`src/rtl/bps_pkg.sv`:
```
// Shared opcode encoding for the bps engine and the sequencer FSM state encoding.
package bps_pkg;

    localparam int unsigned OPCODE_W = 3;
    localparam int unsigned STEP_W   = 3;

    typedef logic [OPCODE_W-1:0] opcode_t;

    localparam opcode_t OP_IDLE       = 3'd0;
    localparam opcode_t OP_LOAD       = 3'd1;
    localparam opcode_t OP_DOWN       = 3'd2;
    localparam opcode_t OP_UP         = 3'd3;
    localparam opcode_t OP_STORE_DOWN = 3'd4;
    localparam opcode_t OP_STORE_UP   = 3'd5;

    localparam logic [STEP_W-1:0] LAST_STEP = 3'd5;

    typedef enum logic [1:0] {
        StIdle,
        StIssue,
        StGap,
        StWait
    } state_e;

endpackage

```
`src/rtl/bps_master_sched.sv`:
```
// Step index to engine opcode lookup for one down/up sweep (6 steps).
module bps_master_sched
    import bps_pkg::*;
(
    input  logic [STEP_W-1:0] step,
    output opcode_t           op
);

    always_comb begin
        op = OP_IDLE;
        case (step)
            3'd0:    op = OP_LOAD;
            3'd1:    op = OP_DOWN;
            3'd2:    op = OP_STORE_DOWN;
            3'd3:    op = OP_LOAD;
            3'd4:    op = OP_UP;
            3'd5:    op = OP_STORE_UP;
            default: op = OP_IDLE;
        endcase
    end

endmodule

```
`src/rtl/bps_master_ctrl.sv`:
```
// BP-S engine sequencer: issues the sweep schedule ITERATIONS times, paced by bps_stall.
// Optional run trace enabled by defining BPS_MASTER_CTRL_TRACE_EN.
module bps_master_ctrl
    import bps_pkg::*;
#(
    parameter int unsigned ITERATIONS = 4,
    parameter int unsigned ITER_W     = 8
) (
    input  logic                clk,
    input  logic                rst,
    input  logic                start,
    output logic                stall,
    output logic [OPCODE_W-1:0] opcode,
    input  logic                bps_stall
);

    state_e              state_q, state_d;
    logic [STEP_W-1:0]   step_q, step_d, step_inc, sched_idx;
    logic [ITER_W-1:0]   iter_q, iter_d, iter_inc;
    opcode_t             opcode_q, opcode_d, sched_op;
    logic                stall_q, stall_d;
    logic                last_step;

    assign last_step = (step_q == LAST_STEP) && (iter_q == ITER_W'(ITERATIONS - 1));
    assign step_inc  = (step_q == LAST_STEP) ? '0 : step_q + STEP_W'(1);
    assign iter_inc  = (step_q == LAST_STEP) ? iter_q + ITER_W'(1) : iter_q;
    // Idle looks up step 0 so the first opcode is registered on the start edge.
    assign sched_idx = (state_q == StIdle) ? '0 : step_inc;

    bps_master_sched u_sched (
        .step (sched_idx),
        .op   (sched_op)
    );

    always_comb begin
        state_d  = state_q;
        step_d   = step_q;
        iter_d   = iter_q;
        opcode_d = opcode_q;
        stall_d  = stall_q;
        case (state_q)
            StIdle: begin
                if (start) begin
                    state_d  = StIssue;
                    step_d   = '0;
                    iter_d   = '0;
                    opcode_d = sched_op;
                    stall_d  = 1'b1;
                end
            end
            StIssue: begin
                if (!bps_stall) begin
                    state_d  = StGap;
                    opcode_d = OP_IDLE;
                end
            end
            StGap: begin
                // The final step always passes through Wait, where the run completes.
                if (!bps_stall && !last_step) begin
                    state_d  = StIssue;
                    step_d   = step_inc;
                    iter_d   = iter_inc;
                    opcode_d = sched_op;
                end else begin
                    state_d  = StWait;
                end
            end
            StWait: begin
                if (!bps_stall) begin
                    if (last_step) begin
                        state_d = StIdle;
                        step_d  = '0;
                        iter_d  = '0;
                        stall_d = 1'b0;
                    end else begin
                        state_d  = StIssue;
                        step_d   = step_inc;
                        iter_d   = iter_inc;
                        opcode_d = sched_op;
                    end
                end
            end
            default: begin
                state_d  = StIdle;
                step_d   = '0;
                iter_d   = '0;
                opcode_d = OP_IDLE;
                stall_d  = 1'b0;
            end
        endcase
    end

    always_ff @(posedge clk or negedge rst) begin
        if (!rst) begin
            state_q  <= StIdle;
            step_q   <= '0;
            iter_q   <= '0;
            opcode_q <= OP_IDLE;
            stall_q  <= 1'b0;
        end else begin
            state_q  <= state_d;
            step_q   <= step_d;
            iter_q   <= iter_d;
            opcode_q <= opcode_d;
            stall_q  <= stall_d;
        end
    end

    assign stall  = stall_q;
    assign opcode = opcode_q;

`ifdef BPS_MASTER_CTRL_TRACE_EN
    always @(posedge clk) begin
        if (rst && state_q == StIssue && !bps_stall) begin
            $display("%0t bps_master_ctrl: iter %0d step %0d opcode %0d",
                     $time, iter_q, step_q, opcode_q);
        end
        if (rst && state_q == StWait && !bps_stall && last_step) begin
            $display("%0t bps_master_ctrl: run complete", $time);
        end
    end
`endif

endmodule

```
`config.mk`:
```
export PLATFORM = sky130hd
export DESIGN_NAME = bps_master_ctrl
export DESIGN_NICKNAME = d
export VERILOG_FILES = /design/src/rtl/bps_pkg.sv /design/src/rtl/bps_master_sched.sv /design/src/rtl/bps_master_ctrl.sv
export SDC_FILE = /design/constraint.sdc
export NUM_CORES = 1
export LEC_CHECK = 0
export CORE_UTILIZATION = 61
export DETAILED_ROUTE_END_ITERATION = 10
export PLACE_DENSITY = 0.92
export SYNTH_ARGS = -nofsm -noshare
export SYNTH_HDL_FRONTEND = slang
export SYNTH_SLANG_ARGS = --single-unit
```
`constraint.sdc`:
```
create_clock -name clk -period 4.7 [get_ports clk]
set_input_delay 1.41 -clock clk [delete_from_list [all_inputs] [get_ports clk]]
set_output_delay 1.41 -clock clk [all_outputs]
set_load 0.02 [all_outputs]
```
Word level (Yosys, flattened, before mapping)
Cells that the tools add are included.

Flip-flop bits (word level): 17. Latch bits: 0. RAM bits: 0. Memory bits (read-only): 0. Output and inout port bits: 4. Memories: 0.

$add $sub $neg: 2. Multipliers: 0. Div/mod/pow operators: 0. Magnitude comparators: 0. Equality and inequality tests: 16. Shifts and indexed selects: 0. Muxes and demuxes: 30. Bitwise logic cells: 0. Reductions and logical operators: 13.

Operator list (count): two-way mux 8 bit (5); two-way mux 3 bit (11); case mux 8 bit (3 select lines) (1); case mux 3 bit (5 select lines) (1); != test 2 bit (second input constant) (6); case mux 3 bit (4 select lines) (1); equality test 3 bit (second input constant) (3); case mux 3 bit (3 select lines) (1); adder 8 x 1 -> 8 bit (second input constant) (1); equality test 8 x 2 -> 1 bit (second input constant) (1); two-way mux 2 bit (4); case mux 2 bit (4 select lines) (1); AND reduction 4 bit (2); equality test 3 x 2 -> 1 bit (second input constant) (2); AND reduction 5 bit (1); equality test 2 bit (second input constant) (2); two-way mux 1 bit (4); adder 3 x 1 -> 3 bit (second input constant) (1); equality test 3 x 1 -> 1 bit (second input constant) (1); zero test 3 bit (1); AND reduction 3 bit (1); nonzero test 3 bit (1); equality test 2 x 1 -> 1 bit (second input constant) (1); logical AND 1 bit (2); 5 further kinds (6).

Longest topological paths before layout
Gate-level depths: netlist (run 1).

Word-level depth: 9. Gate-level depth with buffers: 6.

By module
From an unflattened synthesis (run 1), not the netlist that was laid out.

Cell total of the unflattened synthesis: 113. Area total of the unflattened synthesis: 1049.8 sq um.

Modules (own cells, without submodules): bps_master_ctrl (instances 1, cells each 106, area an instance 1003.5 sq um, seq. area each 425.4 sq um); bps_master_sched (instances 1, cells each 7, area an instance 46.3 sq um, seq. area each 0.0 sq um).

Worst setup path after synthesis (run 1)
Ideal clock, no wire load.

Path kind: input to register. From: input start. To: register iter_q[6]. Setup time: 0.077 ns. Data arrival time: 2.306 ns. Data required time: 4.623 ns. Slack: 2.316 ns. Stages: 4. Path buffers: 0. Cells stage by stage: nor2b_1 > o21ai_0 > or4_1 > a21oi_1.

Longest elaborated chain between the ends: 2.

RTL lines: start: declaration (line bps_master_ctrl.sv:11) `input logic start,`; != test 2 bit (no source line); AND reduction 4 bit (no source line); end signal: assignment (line bps_master_ctrl.sv:103) `iter_q <= iter_d;`; end: declaration (line bps_master_ctrl.sv:19) `logic [ITER_W-1:0] iter_q, iter_d, iter_inc;`.

Every way passes these cells. A chain may end at the register's enable or synchronous reset.

Final worst setup path (run 1)
From: input start. To: register step_q[1].

Longest elaborated chain between the ends: 2.

RTL lines: != test 2 bit (no source line); AND reduction 4 bit (no source line); end signal: assignment (line bps_master_ctrl.sv:102) `step_q <= step_d;`; end: declaration (line bps_master_ctrl.sv:18) `logic [STEP_W-1:0] step_q, step_d, step_inc, sched_idx;`.

Every way passes these cells.

==> impl_metrics.csv, run 1 <==
group,metric,value,unit
clock_network,clock_path_buffers,2,
floorplan,core_area,0.00171,mm²
synth,synth-edff-count,0,
placed_design,gp_congestion,0.852,
clock_network,clk-insertion-delay-late,300,ps
drt,final_antenna_net_count,0,
synth,syn_inst,117,
timing,drv_slew,0,
power_and_ir_drop,finalPower,518,µW
floorplan,num_rows,15,
grt,grt_pass1_wl,3.83,mm
critical_path,r2r_start,"iter_q[2]",
synth,synth.distinct_cells,43,
critical_path,endpoint_kind,"flop",
placed_design,port_buffers,7,
critical_path,slowest_stage,"clkdlybuf4s50_1",
power_and_ir_drop,powerDensity,433,mW/mm²
final_layout,fin_cells,145,
critical_path,cp-endpoint,"step_q[1]",
floorplan,dieArea,0.00199,mm²
timing,fin_skew,6.52,ps
clock_network,postCtsHoldBufs,0,
critical_path,startpoint,"start",
clock_network,cts.sinks,17,
final_layout,fin_area,0.00119,mm²
timing,finalSetupViolCount,0,
grt,first_global_vias,854,
final_layout,final_common_cell,"dfrtp_1",
final_layout,finish.net_count,126,
timing,fmax,344,MHz
timing,max_slew_margin,0.499,
critical_path,startpoint_type,"input port",
critical_path,required,4870,ps
timing,rsz0062_at_grt,"no",
placed_design,dp.cells,141,
final_layout,drive_gt1_frac,0.0750,
grt,grt_overflow,0,
drt,drc_errors,0,
drt,first_pass_iters,4,
floorplan,die_y,44.6,µm
critical_path,critPathKind,"input port to flop",
synth,synthArstFlopShare,1.00,
critical_path,path_delay_family,"simple AND/OR/NAND/NOR gates",
critical_path,path_buf_inv,1,
critical_path,cp_max_fo,8,
final_layout,area_growth,7.91,%
clock_network,htreeDepth,1,
drt,num_vias,955,
grt,grtUsageTotal,0.266,
synth,ys.flop_type,"dfrtp_1",
grt,grt_max_degree,20,
drt,wl_per_cell,15.9,µm
placed_design,post-dp-hpwl,1.66,mm
synth,synthesis.nets,122,
drt,first_iter_violations,58,
drt,vias_per_cell,6.59,
synth,syn_area,0.00111,mm²
final_layout,layout_common_cells,"17 x dfrtp_1, 11 x nand3_1, 9 x nor2_1",
synth,ys_warn_count,0,
power_and_ir_drop,p_leak,0.000481,µW
floorplan,initial_core_util,0.648,
clock_network,cts_buffers,3,
timing,worst_pin_slew,749,ps
final_layout,multi_input_area,638,µm²
clock_network,cts_tree,"built",
worst_hold_path,hp-class,"flop to flop",
clock_network,cts.clk_slew.worst_paths,90,ps
timing,fin_setup_tns,0,ps
final_layout,fill_cells,129,
timing,period_needed,2910,ps
critical_path,r2r_end,"opcode[1]",
grt,grt_antenna_before_repair,0,
critical_path,r2r_cells,4,
critical_path,crit_cells,5,
critical_path,worstPathArrival,3080,ps
power_and_ir_drop,vdd_drop_max,0.245,mV
timing,hold_viol_final,0,
timing,finalCritPeriodShare,0.619,
synth,syn_avg_cell_area,9.46,µm²
clock_network,cts.repair.resized,0,
final_layout,regArea,425,µm²
placed_design,place_area,0.00117,mm²
flow_run,drv_cap,0,
clock_network,root_buffer,"clkbuf_4",
floorplan,die_x,44.6,µm
worst_hold_path,whs_path_depth,1,
critical_path,regToRegSetupSlack,2440,ps
floorplan,ios,8,
timing,fin_hold_ws,487,ps
synth,synth-seq-area-share,0.384,
synth,synth_seq_cells,17,
drt,routed_wl,2.30,mm
final_layout,num_antenna_cells,0,
clock_network,postCtsSetupRepairBufs,0,
critical_path,worstPathCellList,"clkdlybuf4s50_1 > nor3b_1 > nor2_1 > and2_1 > o311ai_0",
critical_path,max_stage_delay,510,ps
run_status,status,"finished, final reports clean",
==> flip-flops by register name, summed over array words and instances (netlist names) <==
| name | count |
|---|---|
| iter_q | 8 |
| opcode | 3 |
| stall | 1 |
| state_q | 2 |
| step_q | 3 |
==> stage by stage <==
stage / utilization / worst slack, ps
3_3_place_gp: 0.684 / 1600
2_1_floorplan: - / 2320
3_5_place_dp: 0.684 / 1520
4_1_cts: 0.700 / 1790
5_1_grt: 0.700 / 1630
6_report: 0.700 / 1790
==> report_power, final <==
| group | total [µW] | switching, µW | internal [µW] |
|---|---|---|---|
| registers | 246 | 63.8 | 182 |
| clock network | 78.8 | 45.7 | 33.1 |
| logic | 193 | 93.7 | 99.2 |
==> cell families after synthesis <==
logic type,synth area share
simple gates,0.323
compound gates,0.167
flops,0.384
buf+inv,0.0395
mux,0.0667
xor+xnor,0.00791
fa+ha+maj,0.0113
==> cell usage after synthesis, drive strengths merged (3+ instances only) <==
| library cell | n | area, µm² |
|---|---|---|
| nand3b | 5 | 37.5 |
| mux2i | 4 | 40.0 |
| mux2 | 3 | 33.8 |
| o21ai | 3 | 15.0 |
| nand3 | 11 | 55.1 |
| nand4 | 4 | 25.0 |
| nand2 | 6 | 22.5 |
| a21o | 3 | 22.5 |
| nor2 | 9 | 33.8 |
| buf | 3 | 21.3 |
| clkbuf | 5 | 18.8 |
| nand2b | 3 | 18.8 |
| nor2b | 3 | 18.8 |
| dfrtp | 17 | 425 |
| a21oi | 5 | 25.0 |
| or4 | 3 | 26.3 |
==> routing by layer <==
metal / GRT usage / part of all wire
met1: 0.352 / 0.42
met2: 0.424 / 0.47
met5: 0 / 0
met3: 0.0327 / 0.082
met4: 0.139 / 0.018
==> area by class of cell <==
type                            instances  area share
Inverter                                1     0.00314
Timing Repair Buffer                    7      0.0586
Multi-Input combinational cell         91       0.534
Tap cell                               25      0.0262
Clock buffer                            4      0.0220
Sequential cell                        17       0.356
==> worst min-delay path by stage <==
stage                endpoint  slack, ps       from
detailed placement  opcode[2]        470  opcode[2]
global route        opcode[2]        510  opcode[2]
floorplan           iter_q[7]        530  iter_q[7]
finish              opcode[2]        490  opcode[2]
CTS                 opcode[2]        490  opcode[2]
global placement        stall        460      stall
Power figures use the tool's default switching activity.
==> inputs of run 2 (changes only) <==
--- a/config.mk
+++ b/config.mk
@@ -5,9 +5,9 @@
 export SDC_FILE = /design/constraint.sdc
 export NUM_CORES = 1
 export LEC_CHECK = 0
-export CORE_UTILIZATION = 61
+export CORE_UTILIZATION = 51
 export DETAILED_ROUTE_END_ITERATION = 10
-export PLACE_DENSITY = 0.92
+export PLACE_DENSITY = 0.84
 export SYNTH_ARGS = -nofsm -noshare
 export SYNTH_HDL_FRONTEND = slang
 export SYNTH_SLANG_ARGS = --single-unit
==> constraint.sdc (replaced) <==
create_clock -name clk -period 2.4 [get_ports clk]
set_input_delay 0.72 -clock clk [delete_from_list [all_inputs] [get_ports clk]]
set_output_delay 0.72 -clock clk [all_outputs]
set_load 0.02 [all_outputs]
==> run 2 against run 1 <==
Net effect:
- wire length up 1.1%
- utilization decreased by 8.2 points
- combinational power grew 100%
- setup slack lost 1600 ps
- via count decreased by 0.10%
- clock-buffer cell count decreased by 1
- sequential share of layout area shrank 1.2 points
- critical path depth decreased by 1
- clock skew grew 0.93 ps
- global-route usage down 4.5 points
- power up 100%
- worst hold slack gained 11 ps
==> impl_metrics.csv, run 2 (synthesized netlist as in run 1, its figures left out) <==
group,metric,value,unit
critical_path,startpoint,"iter_q[2]",
drt,routed_wl,2.32,mm
critical_path,worstPathArrival,2400,ps
timing,finalSetupViolCount,0,
final_layout,fill_cells,173,
power_and_ir_drop,powerDensity,837,mW/mm²
clock_network,cts.clk_slew.worst_paths,110,ps
timing,fin_setup_tns,0,ps
timing,drv_slew,0,
critical_path,r2r_start,"iter_q[2]",
grt,grtUsageTotal,0.221,
critical_path,regToRegSetupSlack,180,ps
critical_path,r2r_cells,4,
final_layout,regArea,425,µm²
final_layout,largest_reg_flops,8,
drt,drc_errors,0,
timing,fin_skew,7.46,ps
final_layout,multi_input_area,638,µm²
floorplan,initial_core_util,0.553,
floorplan,dieArea,0.00236,mm²
floorplan,die_x,48.6,µm
drt,first_pass_iters,4,
critical_path,cp_max_fo,11,
timing,rsz0062_at_grt,"no",
floorplan,num_rows,16,
clock_network,cts_tree,"built",
grt,grt_pass1_wl,4.11,mm
final_layout,finish.net_count,131,
drt,final_antenna_net_count,0,
final_layout,fin_area,0.00124,mm²
clock_network,clock_path_buffers,2,
grt,grt_antenna_before_repair,0,
final_layout,drive_gt1_frac,0.120,
clock_network,cts_buffers,3,
placed_design,gp_congestion,0.915,
timing,fin_hold_ws,498,ps
timing,fmax,451,MHz
timing,worst_pin_slew,689,ps
clock_network,postCtsHoldBufs,0,
timing,hold_viol_final,0,
power_and_ir_drop,p_leak,0.000507,µW
drt,vias_per_cell,6.28,
drt,wl_per_cell,15.3,µm
timing,finalCritPeriodShare,0.924,
worst_hold_path,min_from,"opcode[2]",
placed_design,place_area,0.00121,mm²
run_status,status,"finished, final reports clean",
clock_network,postCtsSetupRepairBufs,0,
critical_path,endpoint_kind,"flop",
drt,first_iter_violations,30,
final_layout,area_growth,11.6,%
clock_network,cts.repair.resized,0,
clock_network,clk-insertion-delay-late,300,ps
final_layout,num_antenna_cells,0,
placed_design,post-dp-hpwl,1.70,mm
drt,num_vias,954,
floorplan,die_y,48.6,µm
clock_network,root_buffer,"clkbuf_4",
floorplan,core_area,0.00200,mm²
final_layout,regMostFlops,"iter_q",
critical_path,critPathKind,"flop to flop",
clock_network,htreeDepth,1,
grt,grt_max_degree,20,
floorplan,ios,8,
clock_network,cts.sinks,17,
final_layout,final_common_cell,"dfrtp_1",
timing,period_needed,2220,ps
final_layout,layout_common_cells,"17 x dfrtp_1, 11 x nand3_1, 9 x nor2_1",
critical_path,required,2580,ps
critical_path,cp-endpoint,"opcode[1]",
flow_run,drv_cap,0,
grt,first_global_vias,930,
worst_hold_path,hp-class,"flop to flop",
power_and_ir_drop,vdd_drop_max,0.501,mV
timing,max_slew_margin,0.537,
grt,grt_overflow,0,
critical_path,r2r_end,"opcode[1]",
placed_design,port_buffers,7,
critical_path,startpoint_type,"flop",
==> run 2: changes by cell type in the layout (fill, tap and decap cells not counted) <==
| cell | delta |
|---|---|
| clkbuf_1 | -1 |
| buf_4 | +5 |
| clkinv_2 | +1 |
==> run 2: metrics by stage <==
stage          utilization  setup WS [ps]  std cells  power (µW)
2_1_floorplan            -            437        117         753
3_3_place_gp         0.604           76.9        148         853
3_5_place_dp         0.604           9.58        148         874
4_1_cts              0.618            189        152        1030
5_1_grt              0.618            108        152        1110
6_report             0.618            183        152        1030
==> run 2: routing by layer <==
layer | GRT usage | share of wire | vias to the layer above
li1 | - | - | 456
met1 | 0.292 | 0.48 | 465
met2 | 0.380 | 0.47 | 27
met3 | 0.0314 | 0.039 | 6
met4 | 0.0539 | 0.015 | 0
met5 | 0 | 0 | -
==> run 2: worst min path at each step <==
stage,slack (ps),end,cells past startpoint
3_5_place_dp,470,stall,1
4_1_cts,500,stall,1
6_report,500,opcode[2],1
2_1_floorplan,420,iter_q[0],0
5_1_grt,510,stall,1
3_3_place_gp,460,opcode[2],1
==> run 2: critical path, stage by stage (launching register included) <==
cell	delay, ps
dfrtp_1	450
or4_4	590
o311ai_4	500
o21a_4	230
mux2_1	320
==> run 2: area by class of cell <==
type,instances,share of cell area
inverters,1,0.00304
well taps,27,0.0273
clock buffers,3,0.0182
clock inverters,1,0.00405
flip-flops and latches,17,0.344
multi-input cells,91,0.516
repair buffers,12,0.0870
==> run 2: power breakdown <==
group / internal, µW / switching (µW) / leakage (µW)
registers: 357 / 129 / 0.000220
clock network: 62.0 / 98.9 / 0.0000177
logic: 206 / 182 / 0.000270
==> inputs of run 3 (changes only) <==
--- a/config.mk
+++ b/config.mk
@@ -5,7 +5,10 @@
 export SDC_FILE = /design/constraint.sdc
 export NUM_CORES = 1
 export LEC_CHECK = 0
-export CORE_UTILIZATION = 51
+export CELL_PAD_IN_SITES_DETAIL_PLACEMENT = 1
+export CELL_PAD_IN_SITES_GLOBAL_PLACEMENT = 2
+export CORE_UTILIZATION = 33
+export CTS_BUF_LIST = sky130_fd_sc_hd__clkbuf_4 sky130_fd_sc_hd__clkbuf_8 sky130_fd_sc_hd__clkbuf_16
 export DETAILED_ROUTE_END_ITERATION = 10
 export PLACE_DENSITY = 0.84
 export SYNTH_ARGS = -nofsm -noshare
==> run 3 against run 2 <==
Net effect:
- clock power about the same
- utilization down 21 points
- sequential share of layout area down 1.4 points
- combinational power up 23%
- wire length up 20%
- critical path depth unchanged
==> impl_metrics.csv, run 3 (synthesized netlist as in run 1, its figures left out) <==
group,metric,value,unit
power_and_ir_drop,p_leak,0.000528,µW
clock_network,postCtsHoldBufs,0,
timing,drv_slew,0,
critical_path,r2r_cells,4,
floorplan,die_y,59.9,µm
timing,worst_pin_slew,690,ps
grt,grt_overflow,0,
final_layout,final_common_cell,"dfrtp_1",
power_and_ir_drop,p_comb_frac,0.442,
critical_path,slowest_stage,"or4_4",
timing,finalSetupViolCount,0,
drt,vias_per_cell,5.55,
placed_design,post-dp-hpwl,2.12,mm
timing,fmax,454,MHz
floorplan,dieArea,0.00359,mm²
floorplan,initial_core_util,0.354,
clock_network,cts_tree,"built",
critical_path,max_stage_delay,560,ps
drt,first_iter_violations,48,
clock_network,cts.sinks,17,
final_layout,largest_reg_flops,8,
timing,fin_skew,3.10,ps
grt,grt_antenna_before_repair,0,
grt,grtUsageTotal,0.175,
flow_run,drv_cap,0,
critical_path,path_buf_inv,0,
floorplan,num_rows,20,
timing,finalCritPeriodShare,0.919,
critical_path,cp_max_fo,11,
final_layout,layout_common_cells,"17 x dfrtp_1, 11 x nand3_1, 9 x nor2_1, 9 x buf_4, 7 x clkdlybuf4s50_1",
critical_path,critPathKind,"flop to flop",
critical_path,required,2590,ps
timing,rsz0062_at_grt,"no",
timing,fin_setup_tns,0,ps
drt,met3_wirelength,45,µm
clock_network,clk-insertion-delay-late,300,ps
power_and_ir_drop,seqPwrFrac,0.406,
power_and_ir_drop,powerDensity,838,mW/mm²
power_and_ir_drop,internal-power,657,µW
worst_hold_path,hp-class,"flop to flop",
drt,met1Wirelength,1.30,mm
clock_network,root_buffer,"clkbuf_4",
grt,grt_max_degree,20,
floorplan,ios,8,
final_layout,area_growth,16.3,%
timing,hold_viol_final,0,
clock_network,cts.repair.resized,0,
final_layout,num_antenna_cells,0,
drt,first_pass_iters,4,
drt,wl_met2,1.40,mm
critical_path,crit_cells,4,
final_layout,finish.net_count,135,
grt,first_global_vias,968,
power_and_ir_drop,switching_power,423,µW
timing,max_slew_margin,0.540,
critical_path,endpoint_kind,"flop",
placed_design,port_buffers,7,
power_and_ir_drop,clkPwrFrac,0.152,
power_and_ir_drop,vdd_drop_max,0.220,mV
clock_network,cts_buffers,3,
drt,routed_wl,2.79,mm
drt,wl_per_cell,16.1,µm
worst_hold_path,whs_path_depth,1,
drt,routed.top_layer,"met4",
critical_path,path_delay_family,"compound AO/OA/AOI/OAI gates",
placed_design,gp_congestion,0.781,
power_and_ir_drop,swShare,0.392,
drt,final_antenna_net_count,0,
clock_network,postCtsSetupRepairBufs,0,
clock_network,cts.clk_slew.worst_paths,110,ps
critical_path,startpoint_type,"flop",
timing,period_needed,2200,ps
clock_network,clock_path_buffers,2,
grt,grt_pass1_wl,4.55,mm
critical_path,worstPathArrival,2400,ps
drt,num_vias,960,
final_layout,regMostFlops,"iter_q",
clock_network,htreeDepth,1,
critical_path,worstPathCellList,"or4_4 > o311ai_4 > o21a_4 > mux2_1",
drt,drc_errors,0,
floorplan,core_area,0.00313,mm²
run_status,status,"finished, final reports clean",
floorplan,die_x,59.9,µm
timing,fin_hold_ws,491,ps
final_layout,drive_gt1_frac,0.147,
==> run 3: changes by cell type in the layout (fill, tap and decap cells not counted), sizes merged <==
| cell | delta |
|---|---|
| buf | +4 |
==> run 3: metrics by stage <==
stage / std cells / setup WS (ps) / total power, µW / instance area (µm²) / util
5_1_grt: 173 / 114 / 1160 / 1290 / 0.412
3_3_place_gp: 169 / 99.5 / 901 / 1260 / 0.403
4_1_cts: 173 / 189 / 1090 / 1290 / 0.412
3_5_place_dp: 169 / -35.0 / 928 / 1260 / 0.403
6_report: 173 / 195 / 1080 / 1290 / 0.412
2_1_floorplan: 117 / 437 / 753 / 1110 / -
==> run 3: power groups by stage <==
stage	Clock [µW]	Sequential (µW)	Combinational [µW]
6_report	164	438	477
5_1_grt	184	450	525
4_1_cts	169	440	484
3_5_place_dp	0	446	481
3_3_place_gp	0	437	465
2_1_floorplan	0	431	322
==> run 3: layer usage <==
| metal | up-vias | GRT usage |
|---|---|---|
| met5 | - | 0 |
| met4 | 0 | 0.0698 |
| met3 | 5 | 0.0260 |
| met2 | 10 | 0.306 |
| met1 | 482 | 0.214 |
| li1 | 463 | - |
==> run 3: cell type report <==
cell class,count,area (µm²)
inverters,1,3.75
clock inverters,1,5.00
multi-input cells,91,638
flip-flops and latches,17,425
repair buffers,16,138
well taps,44,55.1
clock buffers,3,22.5
fillers,378,1840
==> run 3: worst paths after layout <==
| kind | slack, ps | endpoint | startpoint |
|---|---|---|---|
| hold reg to reg | 490 | stall | stall |
| max in group asynchronous | 1470 | step_q[0] | rst |
| setup reg to reg | 200 | opcode[0] | iter_q[3] |
| setup / recovery | 200 | opcode[0] | iter_q[3] |
| min in group asynchronous | 730 | iter_q[6] | rst |
| hold / removal | 490 | stall | stall |
